==> config.mk <==
export PLATFORM = sky130hd
export DESIGN_NAME = frame_bank_scheduler_flat
export DESIGN_NICKNAME = d
export VERILOG_FILES = /design/src/rtl/frame_bank_scheduler_if.sv /design/src/rtl/frame_bank_scheduler.sv /design/src/flat_wrapper.sv
export SDC_FILE = /design/constraint.sdc
export NUM_CORES = 1
export LEC_CHECK = 0
export ABC_AREA = 1
export BUFFER_PORTS_ARGS = -buffer_cell sky130_fd_sc_hd__buf_2
export CAP_MARGIN = 10
export CORE_ASPECT_RATIO = 0.75
export CORE_UTILIZATION = 56
export CTS_CLUSTER_DIAMETER = 80
export DETAILED_ROUTE_END_ITERATION = 6
export PLACE_DENSITY = 0.79
export SYNTH_ARGS = -nofsm -noshare
export SYNTH_HDL_FRONTEND = slang
export SYNTH_SLANG_ARGS = --single-unit
==> constraint.sdc <==
create_clock -name clk -period 4.3 [get_ports clk]
set_input_delay 0.86 -clock clk [delete_from_list [all_inputs] [get_ports clk]]
set_output_delay 0.86 -clock clk [all_outputs]
set_load 0.03 [all_outputs]
==> src/rtl/frame_bank_scheduler_if.sv <==
// frame_bank_scheduler_if: frame boundary pulses in, bank selects, load pulses and stats out.
interface frame_bank_scheduler_if;
  logic       i_wr_frame_start;
  logic       i_wr_frame_done;
  logic       i_rd_frame_start;
  logic       i_rd_frame_done;
  logic [1:0] o_wr_bank;
  logic [1:0] o_rd_bank;
  logic       o_wr_load;
  logic       o_rd_load;
  logic       o_frame_ready;
  logic [7:0] o_drop_cnt;
  logic [7:0] o_repeat_cnt;
  modport master(
    output i_wr_frame_start, i_wr_frame_done, i_rd_frame_start, i_rd_frame_done,
    input  o_wr_bank, o_rd_bank, o_wr_load, o_rd_load, o_frame_ready, o_drop_cnt, o_repeat_cnt
  );
  modport slave(
    input  i_wr_frame_start, i_wr_frame_done, i_rd_frame_start, i_rd_frame_done,
    output o_wr_bank, o_rd_bank, o_wr_load, o_rd_load, o_frame_ready, o_drop_cnt, o_repeat_cnt
  );
endinterface

==> src/rtl/frame_bank_scheduler.sv <==
// frame_bank_scheduler: triple-buffer bank rotation between SDRAM writer and reader.
// FRAME_BANK_STATS_EN builds the drop/repeat counters; otherwise both read as zero.
module frame_bank_scheduler #(
  parameter int LOAD_LEN = 2
) (
  input logic clk,
  input logic rst_n,
  frame_bank_scheduler_if.slave bus
);
  typedef enum logic [1:0] {W_IDLE, W_LOAD, W_ACTIVE} w_state_t;
  typedef enum logic [1:0] {R_IDLE, R_LOAD, R_ACTIVE} r_state_t;
  localparam logic [3:0] LOAD_CNT = 4'(LOAD_LEN - 1);
  w_state_t   r_wr_st;
  r_state_t   r_rd_st;
  logic [3:0] r_wr_cnt, r_rd_cnt;
  logic [1:0] r_wr_bank, r_rd_bank, r_latest;
  logic       r_fresh, r_wr_load, r_rd_load, r_ready;
  logic       w_commit, w_swap, w_take, w_nxt_fresh;
  logic [1:0] w_nxt_latest, w_rd_next, w_latest_next, w_wr_next;
  // Swap sees the post-commit latest, so a same-cycle commit is handed straight to the reader.
  assign w_commit      = r_wr_st == W_ACTIVE && bus.i_wr_frame_done;
  assign w_swap        = bus.i_rd_frame_start && r_rd_st != R_LOAD;
  assign w_nxt_fresh   = w_commit | r_fresh;
  assign w_nxt_latest  = w_commit ? r_wr_bank : r_latest;
  assign w_take        = w_swap && w_nxt_fresh;
  assign w_rd_next     = w_take ? w_nxt_latest : r_rd_bank;
  assign w_latest_next = w_take ? r_rd_bank : w_nxt_latest;
  assign w_wr_next     = w_commit ? 2'd3 - w_rd_next - w_latest_next : r_wr_bank;
  always_ff @(posedge clk or negedge rst_n) begin
    if (!rst_n) begin
      r_wr_st   <= W_IDLE;
      r_rd_st   <= R_IDLE;
      r_wr_cnt  <= '0;
      r_rd_cnt  <= '0;
      r_wr_bank <= 2'd0;
      r_rd_bank <= 2'd1;
      r_latest  <= 2'd2;
      r_fresh   <= 1'b0;
      r_wr_load <= 1'b0;
      r_rd_load <= 1'b0;
      r_ready   <= 1'b0;
    end else begin
      r_wr_bank <= w_wr_next;
      r_rd_bank <= w_rd_next;
      r_latest  <= w_latest_next;
      r_fresh   <= w_nxt_fresh & ~w_take;
      if (w_commit) r_ready <= 1'b1;
      case (r_wr_st)
        W_IDLE: if (bus.i_wr_frame_start) begin
          r_wr_st   <= W_LOAD;
          r_wr_load <= 1'b1;
          r_wr_cnt  <= LOAD_CNT;
        end
        W_LOAD: if (r_wr_cnt == 4'd0) begin
          r_wr_st   <= W_ACTIVE;
          r_wr_load <= 1'b0;
        end else r_wr_cnt <= r_wr_cnt - 4'd1;
        W_ACTIVE: if (bus.i_wr_frame_done) r_wr_st <= W_IDLE;
          else if (bus.i_wr_frame_start) begin
            r_wr_st   <= W_LOAD;
            r_wr_load <= 1'b1;
            r_wr_cnt  <= LOAD_CNT;
          end
        default: r_wr_st <= W_IDLE;
      endcase
      case (r_rd_st)
        R_IDLE: if (bus.i_rd_frame_start) begin
          r_rd_st   <= R_LOAD;
          r_rd_load <= 1'b1;
          r_rd_cnt  <= LOAD_CNT;
        end
        R_LOAD: if (r_rd_cnt == 4'd0) begin
          r_rd_st   <= R_ACTIVE;
          r_rd_load <= 1'b0;
        end else r_rd_cnt <= r_rd_cnt - 4'd1;
        R_ACTIVE: if (bus.i_rd_frame_start) begin
            r_rd_st   <= R_LOAD;
            r_rd_load <= 1'b1;
            r_rd_cnt  <= LOAD_CNT;
          end else if (bus.i_rd_frame_done) r_rd_st <= R_IDLE;
        default: r_rd_st <= R_IDLE;
      endcase
    end
  end
  assign bus.o_wr_bank     = r_wr_bank;
  assign bus.o_rd_bank     = r_rd_bank;
  assign bus.o_wr_load     = r_wr_load;
  assign bus.o_rd_load     = r_rd_load;
  assign bus.o_frame_ready = r_ready;
`ifdef FRAME_BANK_STATS_EN
  logic [7:0] r_drop, r_repeat;
  always_ff @(posedge clk or negedge rst_n) begin
    if (!rst_n) begin
      r_drop   <= '0;
      r_repeat <= '0;
    end else begin
      if (w_commit && r_fresh && r_drop != 8'hff) r_drop <= r_drop + 8'd1;
      if (w_swap && !w_nxt_fresh && r_repeat != 8'hff) r_repeat <= r_repeat + 8'd1;
    end
  end
  assign bus.o_drop_cnt   = r_drop;
  assign bus.o_repeat_cnt = r_repeat;
`else
  assign bus.o_drop_cnt   = '0;
  assign bus.o_repeat_cnt = '0;
`endif
endmodule

==> src/flat_wrapper.sv <==
// flat-port wrapper written by rule: the top's interface ports become plain ports
module frame_bank_scheduler_flat 
#(
  parameter int LOAD_LEN = 2
)
  (clk, rst_n, bus_i_wr_frame_start, bus_i_wr_frame_done, bus_i_rd_frame_start, bus_i_rd_frame_done, bus_o_wr_bank, bus_o_rd_bank, bus_o_wr_load, bus_o_rd_load, bus_o_frame_ready, bus_o_drop_cnt, bus_o_repeat_cnt);
  frame_bank_scheduler_if bus_i ();
  input logic clk;
  input logic rst_n;
  input wire logic [$bits(bus_i.i_wr_frame_start)-1:0] bus_i_wr_frame_start;
  input wire logic [$bits(bus_i.i_wr_frame_done)-1:0] bus_i_wr_frame_done;
  input wire logic [$bits(bus_i.i_rd_frame_start)-1:0] bus_i_rd_frame_start;
  input wire logic [$bits(bus_i.i_rd_frame_done)-1:0] bus_i_rd_frame_done;
  output wire logic [$bits(bus_i.o_wr_bank)-1:0] bus_o_wr_bank;
  output wire logic [$bits(bus_i.o_rd_bank)-1:0] bus_o_rd_bank;
  output wire logic [$bits(bus_i.o_wr_load)-1:0] bus_o_wr_load;
  output wire logic [$bits(bus_i.o_rd_load)-1:0] bus_o_rd_load;
  output wire logic [$bits(bus_i.o_frame_ready)-1:0] bus_o_frame_ready;
  output wire logic [$bits(bus_i.o_drop_cnt)-1:0] bus_o_drop_cnt;
  output wire logic [$bits(bus_i.o_repeat_cnt)-1:0] bus_o_repeat_cnt;
  assign bus_i.i_wr_frame_start = bus_i_wr_frame_start;
  assign bus_i.i_wr_frame_done = bus_i_wr_frame_done;
  assign bus_i.i_rd_frame_start = bus_i_rd_frame_start;
  assign bus_i.i_rd_frame_done = bus_i_rd_frame_done;
  assign bus_o_wr_bank = bus_i.o_wr_bank;
  assign bus_o_rd_bank = bus_i.o_rd_bank;
  assign bus_o_wr_load = bus_i.o_wr_load;
  assign bus_o_rd_load = bus_i.o_rd_load;
  assign bus_o_frame_ready = bus_i.o_frame_ready;
  assign bus_o_drop_cnt = bus_i.o_drop_cnt;
  assign bus_o_repeat_cnt = bus_i.o_repeat_cnt;
  frame_bank_scheduler #(.LOAD_LEN(LOAD_LEN)) u_core (.clk(clk), .rst_n(rst_n), .bus(bus_i));
endmodule
# Yosys cells after proc, flatten, opt, wreduce, memory -nomap -nowiden
# Index checks and enable logic that the tools add are counted.
# totals
ff_bits	22
latchBits	0
mem_bits_rw	0
romBits	0
out_inout_bits	23
n_memories	0
# classes
n_addsub	4
n_mul	0
div	0
magnitude_cmp	0
eq_ne	13
shifts	0
muxes	26
bitwise	3
reduce_logical	15
# op_table
operator	count
2-to-1 mux 2 bit	10
2-to-1 mux 4 bit	5
AND reduction 3 bit	5
one-hot mux 2 bit (3 select lines)	2
one-hot mux 4 bit (3 select lines)	1
zero test 4 bit	2
inequality test 2 x 1 -> 1 bit (second input constant)	4
inequality test 2 bit (second input constant)	4
one-hot mux 4 bit (2 select lines)	1
subtractor 4 x 1 -> 4 bit (second input constant)	2
2-to-1 mux 1 bit	5
== test 2 x 1 -> 1 bit (second input constant)	2
== test 2 bit (second input constant)	2
zero test 2 bit	2
logical AND 1 bit	3
inequality test 3 bit (second input constant)	1
one-hot mux 1 bit (3 select lines)	1
nonzero test 3 bit	1
one-hot mux 1 bit (2 select lines)	1
nonzero test 2 bit	1
OR reduction 2 bit	1
subtractor 2 bit	1
subtractor 2 bit (first input constant)	1
AND 1 bit	1
other kinds (2)	2

# Longest topological paths before layout
# logic_depth
depth_word	7
ltp_mapped	13

# Least setup slack after synthesis
# Ideal clock, no wire load.
# synth_path
path_type	input to register
startpoint	in bus_i_wr_frame_done
endpoint	reg u_core.r_wr_bank[1], in the netlist u_core.bus.o_wr_bank[1]
arrival_ns	1.951
required_ns	4.182
path_slack_ns	2.230
cell_stages	13
path_buffers	0
cell_sequence	nand2_2 > nor2_4 > nor2_2 > nor2_8 > inv_2 > nand2_1 > nand2_1 > ha_1 > inv_1 > nand2_1 > nand3_1 > xor2_1 > inv_1
# synth_between
elab_chain_len	6
# synth_lines
item	line	source
start, declared	flat_wrapper.sv:11	input wire logic [$bits(bus_i.i_wr_frame_done)-1:0] bus_i_wr_frame_done;
logical AND 1 bit (*)	frame_bank_scheduler.sv:21	assign w_commit = r_wr_st == W_ACTIVE && bus.i_wr_frame_done;
bitwise OR 1 bit	frame_bank_scheduler.sv:23	assign w_nxt_fresh = w_commit | r_fresh;
logical AND 1 bit	frame_bank_scheduler.sv:25	assign w_take = w_swap && w_nxt_fresh;
2-to-1 mux 2 bit (*)	frame_bank_scheduler.sv:26	assign w_rd_next = w_take ? w_nxt_latest : r_rd_bank;
net u_core.w_rd_next[0]	frame_bank_scheduler.sv:19	logic [1:0] w_nxt_latest, w_rd_next, w_latest_next, w_wr_next;
subtractor 2 bit (*) (2 in a row)	frame_bank_scheduler.sv:28	assign w_wr_next = w_commit ? 2'd3 - w_rd_next - w_latest_next : r_wr_bank;
end signal, assigned	frame_bank_scheduler.sv:43	r_wr_bank <= w_wr_next;
end, declared	frame_bank_scheduler.sv:16	logic [1:0] r_wr_bank, r_rd_bank, r_latest;
# Mark *: on every way through the listed nets, which the timed path passes. The rest lies on a longest branch.
# A chain may end at the register's enable or synchronous reset.

# Worst setup path in the final report
# layout_path
startpoint	in bus_i_wr_frame_done
endpoint	reg u_core.r_wr_bank[1], in the netlist u_core.bus.o_wr_bank[1]
# layout_rtl
item	line	source
logical AND 1 bit (*)	frame_bank_scheduler.sv:21	
bitwise OR 1 bit	frame_bank_scheduler.sv:23	
logical AND 1 bit	frame_bank_scheduler.sv:25	
2-to-1 mux 2 bit (*)	frame_bank_scheduler.sv:27	assign w_latest_next = w_take ? r_rd_bank : w_nxt_latest;
net u_core.w_latest_next[0]	frame_bank_scheduler.sv:19	
subtractor 2 bit (*)	frame_bank_scheduler.sv:28	
# Marked as above.

==> results.cfg <==
[global_route]
grt_max_degree = 23
grt_pass1_vias = 916
gr-total-overflow = 0
grt_busiest_layer = met2
grt_pass1_wl_um = 3650
track_usage_pct = 20.0
grtUsageMet1_pct = 23.4
grtUsageMet3_pct = 6.48
use_met2_pct = 35.7
antenna_found_initial = 0

[clock_network]
htreeDepth = 1
post_cts_buffers = 0
cts_resized = 0
holdBufCountCts = 0
clock_sinks = 22
cts-root-buf = clkbuf_4
clk_path_buf_depth = 2
cts_tree = yes
clk_latency_ns = 0.31
cts_made_buffers = 3
clk_pin_slew_ns = 0.13

[critical_path]
endpoint_kind = flip-flop
rr_worst_depth = 12
crit_required_ns = 4.52
cp_num_cells = 14
path_common_cell = nand2_1
arrival_ns = 2.16
critical_path_buf_inv_count = 4
critical_path_class = in2reg
max_stage_delay_ns = 0.20
path_cells = buf_2 -> nand2_2 -> nor2_4 -> nor2_2 -> nor2_8 -> inv_2 -> nand2_1 -> nand2_1 -> ha_1 -> inv_1 -> nand2_1 -> nand3_1 -> xor2_1 -> inv_1
cpMaxStageDelayCell = ha_1
startpoint_type = primary input
path_max_fanout = 7
path_delay_family = simple AND/OR/NAND/NOR gates

[power]
vdd_drop_max_mv = 0.525
p_per_area_nw_per_um2 = 778
p_total_uw = 1010
p_leak_uw = 0.000716

[drt]
routed_wl_um = 1990
num_vias = 905
first_iter_violations = 33
via_per_inst = 4.89
first_pass_iters = 4
wl_per_cell_um = 10.7
antenna_left = 0
route.detailed.drc = 0

[place]
placed_cell_area_um2 = 1240
dpl.cell_count = 181
dp_hpwl_um = 1540
place_congestion = 0.824
port_buffers = 12

[synth]
synthesis.area_um2 = 1220
ys_top_cells_by_area = dfrtp_1, nand2_1, buf_4
synth.top_cell.area_share_pct = 41.1
synthSimpleGateAreaFrac_pct = 24.2
seq_area_frac_synth_pct = 45.4
ys_ff_latch = 22
synthTopCellsByCount = nand2_1, dfrtp_1, inv_1, buf_4
synth_warnings = 0
synthAdderAreaFrac_pct = 5.13
ys.flop_type = dfrtp_1
muxShareOfSynthArea_pct = 0
syn_inst = 146
synthArstFlopShare_pct = 100
yosys.area.top_type = dfrtp_1
synth_edf_count = 0
syn_area_per_cell_um2 = 8.35
yosys.area_share.xor_xnor_pct = 2.16
ys_types = 24
yosys.cell_count.top_type = nand2_1
synth_compound_area_share_pct = 6.47
synth_top_family_by_area = simple AND/OR/NAND/NOR gates

[sta]
fin_crit_sh_pct = 45.1
hold_viol_final = 0
final.min_clock_period_ns = 1.94
tns_ns = 0
fmax_mhz = 516
setup_viol_count_final = 0
rsz0062_at_grt = no
finalMaxSlewViolations = 0
skew_ns = 0.0131

[floorplanning]
io_pins = 29
core-area_um2 = 2030
die_w_um = 55.9
die_area_um2 = 2370
floorplan.initialDensity_pct = 60.0
dieHeight_um = 42.4
rows = 14

[min_path]
worstHoldPathType = in2async

[cells_and_area]
multiInputGateArea_um2 = 523
final_cell_count_no_fill = 185
fin_area_um2 = 1300
seq_area_um2 = 553
drive_gt1_share_pct = 19.3
fin_nets = 173
fillers = 177
syn_to_final_growth_pct = 6.47
diodes = 0

[status]
outcome = finished clean

[run]
cap_viol_max_count = 0
kinds of logic after synthesis:
logic type	after synthesis
adders and majority gates	5
other	1
DFF	22
xor gates and xnor gates	3
AOI/OAI and AO/OA	14
and+or+nand+nor	64
buffers and inverters	37
layout by cell type, fill, tap and decap left out, drive strengths merged:
| master | count |
|---|---|
| nand2 | 46 |
| inv | 21 |
| dfrtp | 20 |
| conb | 16 |
| buf | 12 |
| nor2 | 10 |
| o21ai | 9 |
| nand3 | 7 |
| ha | 5 |
| clkbuf | 3 |
| o22ai | 2 |
| xor2 | 2 |
| dfstp | 2 |
| o31ai | 1 |
| o32ai | 1 |
| or2 | 1 |
| xnor2 | 1 |
| a21oi | 1 |
| bufinv | 1 |
worst paths after layout:
path                                      from                       to  slack (ns)
setup reg to reg             u_core.r_rd_st[0]  u_core.bus.o_wr_bank[1]        2.55
hold / removal                           rst_n        u_core.r_wr_st[1]        0.48
min in group clk            u_core.r_wr_cnt[0]       u_core.r_wr_cnt[0]        0.48
max in group asynchronous                rst_n       u_core.r_latest[1]        3.48
setup / recovery           bus_i_wr_frame_done  u_core.bus.o_wr_bank[1]        2.36
hold reg to reg             u_core.r_wr_cnt[0]       u_core.r_wr_cnt[0]        0.48
registers in the layout (all words and copies together), names as in the netlist:
register,flops
u_core.r_wr_cnt,4
u_core.bus.o_rd_load,1
u_core.bus.o_wr_bank,2
u_core.bus.o_wr_load,1
u_core.r_latest,2
u_core.r_fresh,1
u_core.r_rd_st,2
u_core.r_rd_cnt,4
u_core.bus.o_frame_ready,1
u_core.bus.o_rd_bank,2
u_core.r_wr_st,2
layer usage:
metal,wire length (um),part of all wire [%],vias to the layer above
met5,0,0,-
met4,31,1.6,0
li1,-,-,454
met3,97,4.9,4
met2,958,48,36
met1,899,45,411
metrics by stage:
step           hold WS, ns  setup WS [ns]  util, %
2_1_floorplan        0.444           2.23        -
5_1_grt              0.498           2.22     63.9
4_1_cts              0.480           2.35     63.9
3_5_place_dp         0.462           2.01     61.3
3_3_place_gp         0.449           2.08     61.3
6_report             0.479           2.36     63.9
cell type report:
type | count | area share [%]
inverter | 21 | 6.08
clock inverter | 1 | 2.31
tap | 24 | 2.31
multi-input combinational | 102 | 40.3
timing repair buffer | 12 | 4.63
clock buffer | 3 | 1.74
sequential | 22 | 42.6
power by group:
part / internal, uW / switching (uW)
logic: 154 / 333
registers: 301 / 62.0
clock network: 94.2 / 64.5
total: 549 / 460
Power figures use the tool's default switching activity.
